**src/rtl/sdram_host_queue.sv**
```systemverilog
// sdram_host_queue: host request FIFO and single-command issuer
// sitting in front of sdram_controller's enable/busy interface.
module sdram_host_queue #(
    parameter int DEPTH  = 4,
    parameter int ADDR_W = 24,
    parameter int DATA_W = 16,
    parameter int CNT_W  = $clog2(DEPTH) + 1
) (
    input  logic              clk,
    input  logic              rst_n,
    input  logic              req_valid,
    output logic              req_ready,
    input  logic              req_write,
    input  logic [ADDR_W-1:0] req_addr,
    input  logic [DATA_W-1:0] req_wdata,
    output logic              rsp_valid,
    input  logic              rsp_ready,
    output logic [DATA_W-1:0] rsp_data,
    output logic [CNT_W-1:0]  count,
    output logic [ADDR_W-1:0] ctl_wr_addr,
    output logic [DATA_W-1:0] ctl_wr_data,
    output logic              ctl_wr_enable,
    output logic              ctl_rd_enable,
    input  logic              ctl_busy,
    input  logic [DATA_W-1:0] ctl_rd_data,
    input  logic              ctl_rd_ready
);

    localparam int PTR_W = (DEPTH > 1) ? $clog2(DEPTH) : 1;

    typedef struct packed {
        logic              write;
        logic [ADDR_W-1:0] addr;
        logic [DATA_W-1:0] wdata;
    } req_t;

    typedef enum logic [1:0] {
        IDLE,
        ISSUE,
        WAIT
    } state_t;

    req_t             mem_q [DEPTH];
    logic [PTR_W-1:0] wr_ptr_q, wr_ptr_d;
    logic [PTR_W-1:0] rd_ptr_q, rd_ptr_d;
    logic [CNT_W-1:0] count_q, count_d;

    state_t            state_q;
    logic              cmd_write_q;
    logic              captured_q;
    logic [ADDR_W-1:0] ctl_addr_q;
    logic [DATA_W-1:0] ctl_data_q;
    logic              ctl_wr_en_q;
    logic              ctl_rd_en_q;
    logic              rsp_valid_q;
    logic [DATA_W-1:0] rsp_data_q;

    logic full;
    logic empty;
    logic push;
    logic pop;
    logic capture;
    req_t head;

    assign full  = (count_q == CNT_W'(DEPTH));
    assign empty = (count_q == '0);
    assign head  = mem_q[rd_ptr_q];
    assign push  = req_valid && !full;

    // A read waits while a response is still unconsumed; being FIFO,
    // that also stalls any writes queued behind it.
    assign pop = (state_q == IDLE) && !empty && !ctl_busy &&
                 (head.write || !rsp_valid_q);

    // First read-data strobe of the outstanding read only.
    assign capture = (state_q != IDLE) && !cmd_write_q &&
                     !captured_q && ctl_rd_ready;

    // Next-state for FIFO pointers and occupancy.
    always_comb begin
        wr_ptr_d = wr_ptr_q;
        rd_ptr_d = rd_ptr_q;
        count_d  = count_q;
        if (push) begin
            wr_ptr_d = wr_ptr_q + PTR_W'(1);
        end
        if (pop) begin
            rd_ptr_d = rd_ptr_q + PTR_W'(1);
        end
        count_d = count_q + CNT_W'(push) - CNT_W'(pop);
    end

    // FIFO storage; contents are don't-care while empty.
    always_ff @(posedge clk) begin
        if (push) begin
            mem_q[wr_ptr_q] <= '{write: req_write,
                                 addr:  req_addr,
                                 wdata: req_wdata};
        end
    end

    // FIFO pointer and occupancy registers.
    always_ff @(posedge clk or negedge rst_n) begin
        if (!rst_n) begin
            wr_ptr_q <= '0;
            rd_ptr_q <= '0;
            count_q  <= '0;
        end else begin
            wr_ptr_q <= wr_ptr_d;
            rd_ptr_q <= rd_ptr_d;
            count_q  <= count_d;
        end
    end

    // Issue FSM with registered controller-side outputs.
    always_ff @(posedge clk or negedge rst_n) begin
        if (!rst_n) begin
            state_q     <= IDLE;
            cmd_write_q <= 1'b0;
            ctl_addr_q  <= '0;
            ctl_data_q  <= '0;
            ctl_wr_en_q <= 1'b0;
            ctl_rd_en_q <= 1'b0;
        end else begin
            unique case (state_q)
                IDLE: begin
                    if (pop) begin
                        state_q     <= ISSUE;
                        cmd_write_q <= head.write;
                        ctl_addr_q  <= head.addr;
                        ctl_data_q  <= head.write ? head.wdata : '0;
                        ctl_wr_en_q <= head.write;
                        ctl_rd_en_q <= !head.write;
                    end
                end
                ISSUE: begin
                    if (ctl_busy) begin
                        state_q     <= WAIT;
                        ctl_wr_en_q <= 1'b0;
                        ctl_rd_en_q <= 1'b0;
                    end
                end
                WAIT: begin
                    if (!ctl_busy && (cmd_write_q || captured_q)) begin
                        state_q <= IDLE;
                    end
                end
                default: begin
                    state_q     <= IDLE;
                    ctl_wr_en_q <= 1'b0;
                    ctl_rd_en_q <= 1'b0;
                end
            endcase
        end
    end

    // Read-data capture and response handshake.
    always_ff @(posedge clk or negedge rst_n) begin
        if (!rst_n) begin
            captured_q  <= 1'b0;
            rsp_valid_q <= 1'b0;
            rsp_data_q  <= '0;
        end else begin
            if (pop) begin
                captured_q <= 1'b0;
            end else if (capture) begin
                captured_q <= 1'b1;
            end
            if (capture) begin
                rsp_data_q  <= ctl_rd_data;
                rsp_valid_q <= 1'b1;
            end else if (rsp_valid_q && rsp_ready) begin
                rsp_valid_q <= 1'b0;
            end
        end
    end

    assign req_ready     = !full;
    assign count         = count_q;
    assign rsp_valid     = rsp_valid_q;
    assign rsp_data      = rsp_data_q;
    assign ctl_wr_addr   = ctl_addr_q;
    assign ctl_wr_data   = ctl_data_q;
    assign ctl_wr_enable = ctl_wr_en_q;
    assign ctl_rd_enable = ctl_rd_en_q;

endmodule

```
**config.mk**
```make
export PLATFORM = sky130hd
export DESIGN_NAME = sdram_host_queue
export DESIGN_NICKNAME = d
export VERILOG_FILES = /design/src/rtl/sdram_host_queue.sv
export SDC_FILE = /design/constraint.sdc
export NUM_CORES = 1
export LEC_CHECK = 0
export ABC_AREA = 0
export BUFFER_PORTS_ARGS = -buffer_cell sky130_fd_sc_hd__buf_2
export CAP_MARGIN = 20
export CORE_MARGIN = 2
export CORE_UTILIZATION = 37
export DETAILED_ROUTE_END_ITERATION = 7
export PLACE_DENSITY = 0.54
export SYNTH_ARGS = -nofsm -noshare
export SYNTH_HDL_FRONTEND = slang
export SYNTH_SLANG_ARGS = --single-unit
```
**constraint.sdc**
```tcl
create_clock -name clk -period 4.52 [get_ports clk]
set_clock_uncertainty 0.05 [all_clocks]
set_input_delay 0.452 -clock clk [delete_from_list [all_inputs] [get_ports clk]]
set_output_delay 0.452 -clock clk [all_outputs]
set_load 0.01 [all_outputs]
```
Word level (Yosys, flattened, before mapping)
Memories as Yosys holds them, arrays and structs flattened. Cells that the tools add are included.

Reductions and logical operators: 26. Bitwise logic cells: 1. Equal/unequal tests: 6. Add/subtract/negate cells: 4. Mux-type cells: 16.

Operator list (count): $mux 16 (1); $logic_and 1x1->1 (9); $mux 1 (9); $logic_not 1->1 (7); $mux 2 (3); $ne 2x2->1 const B (3); $pmux 1 s3 (2); $pmux 2 s3 (1); $reduce_and 3->1 (2); $reduce_bool 2->1 (3); $add 2x1->2 const B (2); $add 3x1->3 (1); $eq 3x3->1 const B (1); $logic_not 3->1 (1); $sub 3x1->3 (1); $eq 2x1->1 const B (1); $eq 2x2->1 const B (1); $logic_not 2->1 (1); $logic_or 1x1->1 (2); $reduce_and 2->1 (1); $not 1->1 (1).

RAM bits: 164. Word-level logic and storage cells: 66. Input port bits: 63. Register bits: 70. Memories kept: 1.

Memories: mem_q (depth 4, bits a word 41, rd ports 1, clocked after Yosys merged registers in 0, write ports 1, line 43) `req_t mem_q [DEPTH];`.

Depth between registers and ports, before layout
Depth after elaboration: 7. Mapped depth: 12. Mapped depth without buffers: 10.

Least setup slack after synthesis
Ideal clock, no wire load.

Kind: reg2reg. Start point: register count_q[1] (netlist: count[1]). End point: register count_q[2] (netlist: count[2]). Arrival time: 2.371 ns. Required time: 4.347 ns. Path slack: 1.976 ns. Buffers on the path: 1. Clock period less this slack: 2.544 ns. Stages on the path, launching flop included: 12. Path through: dfrtp_1 nor3_1 nor4_4 nand3_4 inv_4 buf_6 ha_1 inv_1 ha_1 fa_1 xnor2_1 xnor2_1.

Word-level cells in the longest chain between the ends: 6. Elaborated cells on any way between the ends: 10. Those cells by class: add/sub (2); eq/ne (1); reduce/logical (7).

Ends and longest elaborated chain: from (decl) (line 46) `logic [CNT_W-1:0] count_q, count_d;`; from (signal assigned) (line 111) `count_q <= count_d;`; $logic_not 3->1 (line 66) `assign empty = (count_q == '0);`; $logic_not 1->1 (line 72) `assign pop = (state_q == IDLE) && !empty && !ctl_busy &&`; $logic_and 1x1->1 (3 in a row) (line 72); named net pop (line 61) `logic pop;`; $sub 3x1->3 (line 90) `count_d = count_q + CNT_W'(push) - CNT_W'(pop);`; named net count_d[2] (line 46).

The timed path passes the listed nets, and every way through them passes these cells. A chain may end at the register's enable or synchronous reset.

Final worst setup path
Start point: register rd_ptr_q[1]. End point: register count_q[2] (netlist: count[2]).

Word-level cells in the longest chain between the ends: 4.

Ends and longest elaborated chain: from (decl) (line 45) `logic [PTR_W-1:0] rd_ptr_q, rd_ptr_d;`; from (signal assigned) (line 110) `rd_ptr_q <= rd_ptr_d;`; $mem_v2 4x41; $logic_or 1x1->1 (line 73) `(head.write || !rsp_valid_q);`; $logic_and 1x1->1 (line 72); $sub 3x1->3 (line 90); named net count_d[2] (line 46).

The timed path passes the listed nets, and every way through them passes these cells.

==> impl_metrics.json <==
{
  "overflow": 0,
  "critPathKind": "flop to flop",
  "cp_max_fo": 26,
  "setup_tns_ns": 0,
  "antenna_found_initial": 3,
  "min_period_ns": 3.34,
  "cts_resized": 0,
  "synth_top_cell_by_area": "edfxtp_1",
  "cp.arrival_ns": 3.72,
  "clock_latency_ns": 0.54,
  "gp_congestion": 0.719,
  "reg2regPathDepth": 10,
  "synth.most_common_cell": "edfxtp_1",
  "synth-edff-count": 164,
  "die_w_um": 159,
  "clockBufferDepth": 3,
  "reg2reg_slack_ns": 1.18,
  "ant_nets": 0,
  "initial_core_util": 0.377,
  "outcome": "completed",
  "ir_drop_mv": 0.340,
  "cap_violations": 0,
  "cp-start-kind": "flop",
  "p_per_area_nw_per_um2": 695,
  "grt_pass1_vias": 4802,
  "grt_max_degree": 71,
  "drc": 0,
  "slew_violations": 0,
  "ys_warn_count": 0,
  "yosysUniqueCellTypes": 40,
  "yosysTopAreaCellShare": 0.556,
  "fin_area_um2": 10700,
  "cts_tree": "done",
  "setup_ws_ns": 1.18,
  "grt_pass1_wl_um": 28000,
  "row_count": 56,
  "rsz0062_at_grt": "no",
  "vias_per_cell": 4.89,
  "core_um2": 23500,
  "syn_area_um2": 8860,
  "syn-instance-count": 411,
  "cts_setup_buffers": 0,
  "r2r_end": "count[2]",
  "max_freq_mhz": 300,
  "crit_path_end": "count[2]",
  "first_pass_iters": 4,
  "nets": 623,
  "n_antenna_cell": 0,
  "wl_um": 17800,
  "finalCritPeriodShare": 0.738,
  "clk_pin_slew_ns": 0.06,
  "synth-seq-cells": 234,
  "wl_per_cell_um": 19.9,
  "worstPathRequired_ns": 4.90,
  "cp-end-kind": "flop",
  "cts_buffers": 26,
  "crit_start": "rd_ptr_q[1]",
  "r2r-start": "rd_ptr_q[1]",
  "ctsHoldBuffers": 0,
  "drive_gt1_frac": 0.428,
  "die_h_um": 159,
  "synth_area_leaders": "edfxtp_1 (56%), dfrtp_1 (20%), mux4_2 (10%)",
  "cts_max_level": 1,
  "cts_root_buffer": "clkbuf_16",
  "leakage_nw": 4.04,
  "ys_seq_area_frac": 0.754,
  "grt_usage": 0.143,
  "first_iter_violations": 228,
  "worstMarginPinSlew_ns": 0.969,
  "place_area_um2": 9840,
  "cts_sinks": 234,
  "via_count": 4358,
  "pre_cts_ws_ns": 1.17,
  "synth_ff_type": "edfxtp_1",
  "syn_area_per_cell_um2": 21.6,
  "maxSlewHeadroom": 0.354,
  "synthArstFlopShare": 0.299,
  "synth_nets": 481,
  "dieArea_um2": 25200,
  "area_growth_pct": 20.5,
  "place_hpwl_um": 10500,
  "final_hold_viol_count": 0,
  "synthTopCellsByCount": "edfxtp_1 (164), dfrtp_1 (70), mux4_2 (40)",
  "io_pins": 126,
  "portBuffers": 125,
  "hp-class": "input pin to asynchronous set/reset pin",
  "setup_viol": 0
}
final cells by class:
class / instances / area (um2)
Fill cell: 2024 / 12800
Sequential cell: 234 / 6680
Multi-Input combinational cell: 150 / 2050
Clock buffer: 41 / 747
Timing Repair Buffer: 132 / 681
Tap cell: 319 / 399
Clock inverter: 7 / 90.1
Inverter: 9 / 36.3
placed cells by master (no fill, tap or decap), types with 4 or more instances in the layout:
cell / count
a32o_1: 16
and3_2: 4
buf_2: 124
buf_4: 8
clkbuf_1: 11
clkbuf_16: 26
clkbuf_8: 4
dfrtp_1: 68
edfxtp_1: 164
ha_1: 6
inv_1: 7
mux2_1: 19
mux2_2: 4
mux2_4: 18
mux4_2: 40
nand2_1: 5
nor2_1: 5
xnor2_1: 4
cell families after synthesis:
logic type	share of synthesized area
xor gates and xnor gates	0.00494
adders and majority gates	0.0107
and+or+nand+nor	0.0189
muxes	0.169
AOI/OAI and AO/OA	0.0267
DFF	0.754
buffers and inverters	0.0161
stage by stage:
stage / hold slack, ns / std cells / power (mW) / util
global route: 0.0363 / 892 / 7.85 / 0.455
floorplan: 0.106 / 411 / 4.76 / -
detailed placement: 0.427 / 844 / 5.51 / 0.419
CTS: 0.0292 / 892 / 7.56 / 0.455
global placement: 0.418 / 844 / 5.45 / 0.419
finish: 0.0391 / 892 / 7.42 / 0.455
report_power, final:
group	internal, mW	switching, mW	total [mW]
Combinational	1.06	1.06	2.12
Sequential	2.94	0.348	3.29
Clock	1.20	0.813	2.01
Total	5.20	2.22	7.42
critical path: stages (launching register included):
cell	delay (ns)
dfrtp_2	0.80
mux2i_4	0.37
nand3_1	0.15
nand3_4	0.28
inv_4	0.28
ha_1	0.37
inv_1	0.04
ha_1	0.18
fa_1	0.38
xnor2_1	0.20
xnor2_1	0.15
routing by layer:
| metal | vias to the layer above | part of all wire | routed length [um] | global-route usage |
|---|---|---|---|---|
| met4 | 4 | 0.025 | 437 | 0.0396 |
| met1 | 2233 | 0.44 | 7750 | 0.186 |
| met5 | - | 0.0016 | 29 | 0 |
| met3 | 37 | 0.062 | 1090 | 0.0392 |
| met2 | 141 | 0.48 | 8460 | 0.236 |
| li1 | 1943 | - | - | - |
sequential cells by signal, summed over array words and instances (netlist names), 2 cells and up:
signal       flops
ctl_wr_data     16
wr_ptr_q         2
rd_ptr_q         2
state_q          2
count            3
rsp_data        16
ctl_wr_addr     24
mem_q          164
how the worst min path moves through the flow:
stage | start | end | slack (ns) | cells after the start
CTS | rsp_ready | rsp_valid | 0.03 | 2
finish | rst_n | wr_ptr_q[0] | 0.04 | 1
global placement | rsp_data[14] | rsp_data[14] | 0.42 | 1
global route | rsp_ready | rsp_valid | 0.04 | 2
detailed placement | rsp_data[6] | rsp_data[6] | 0.43 | 1
floorplan | rst_n | captured_q | 0.11 | 0
Note: power is estimated with default switching activity, not from simulation.
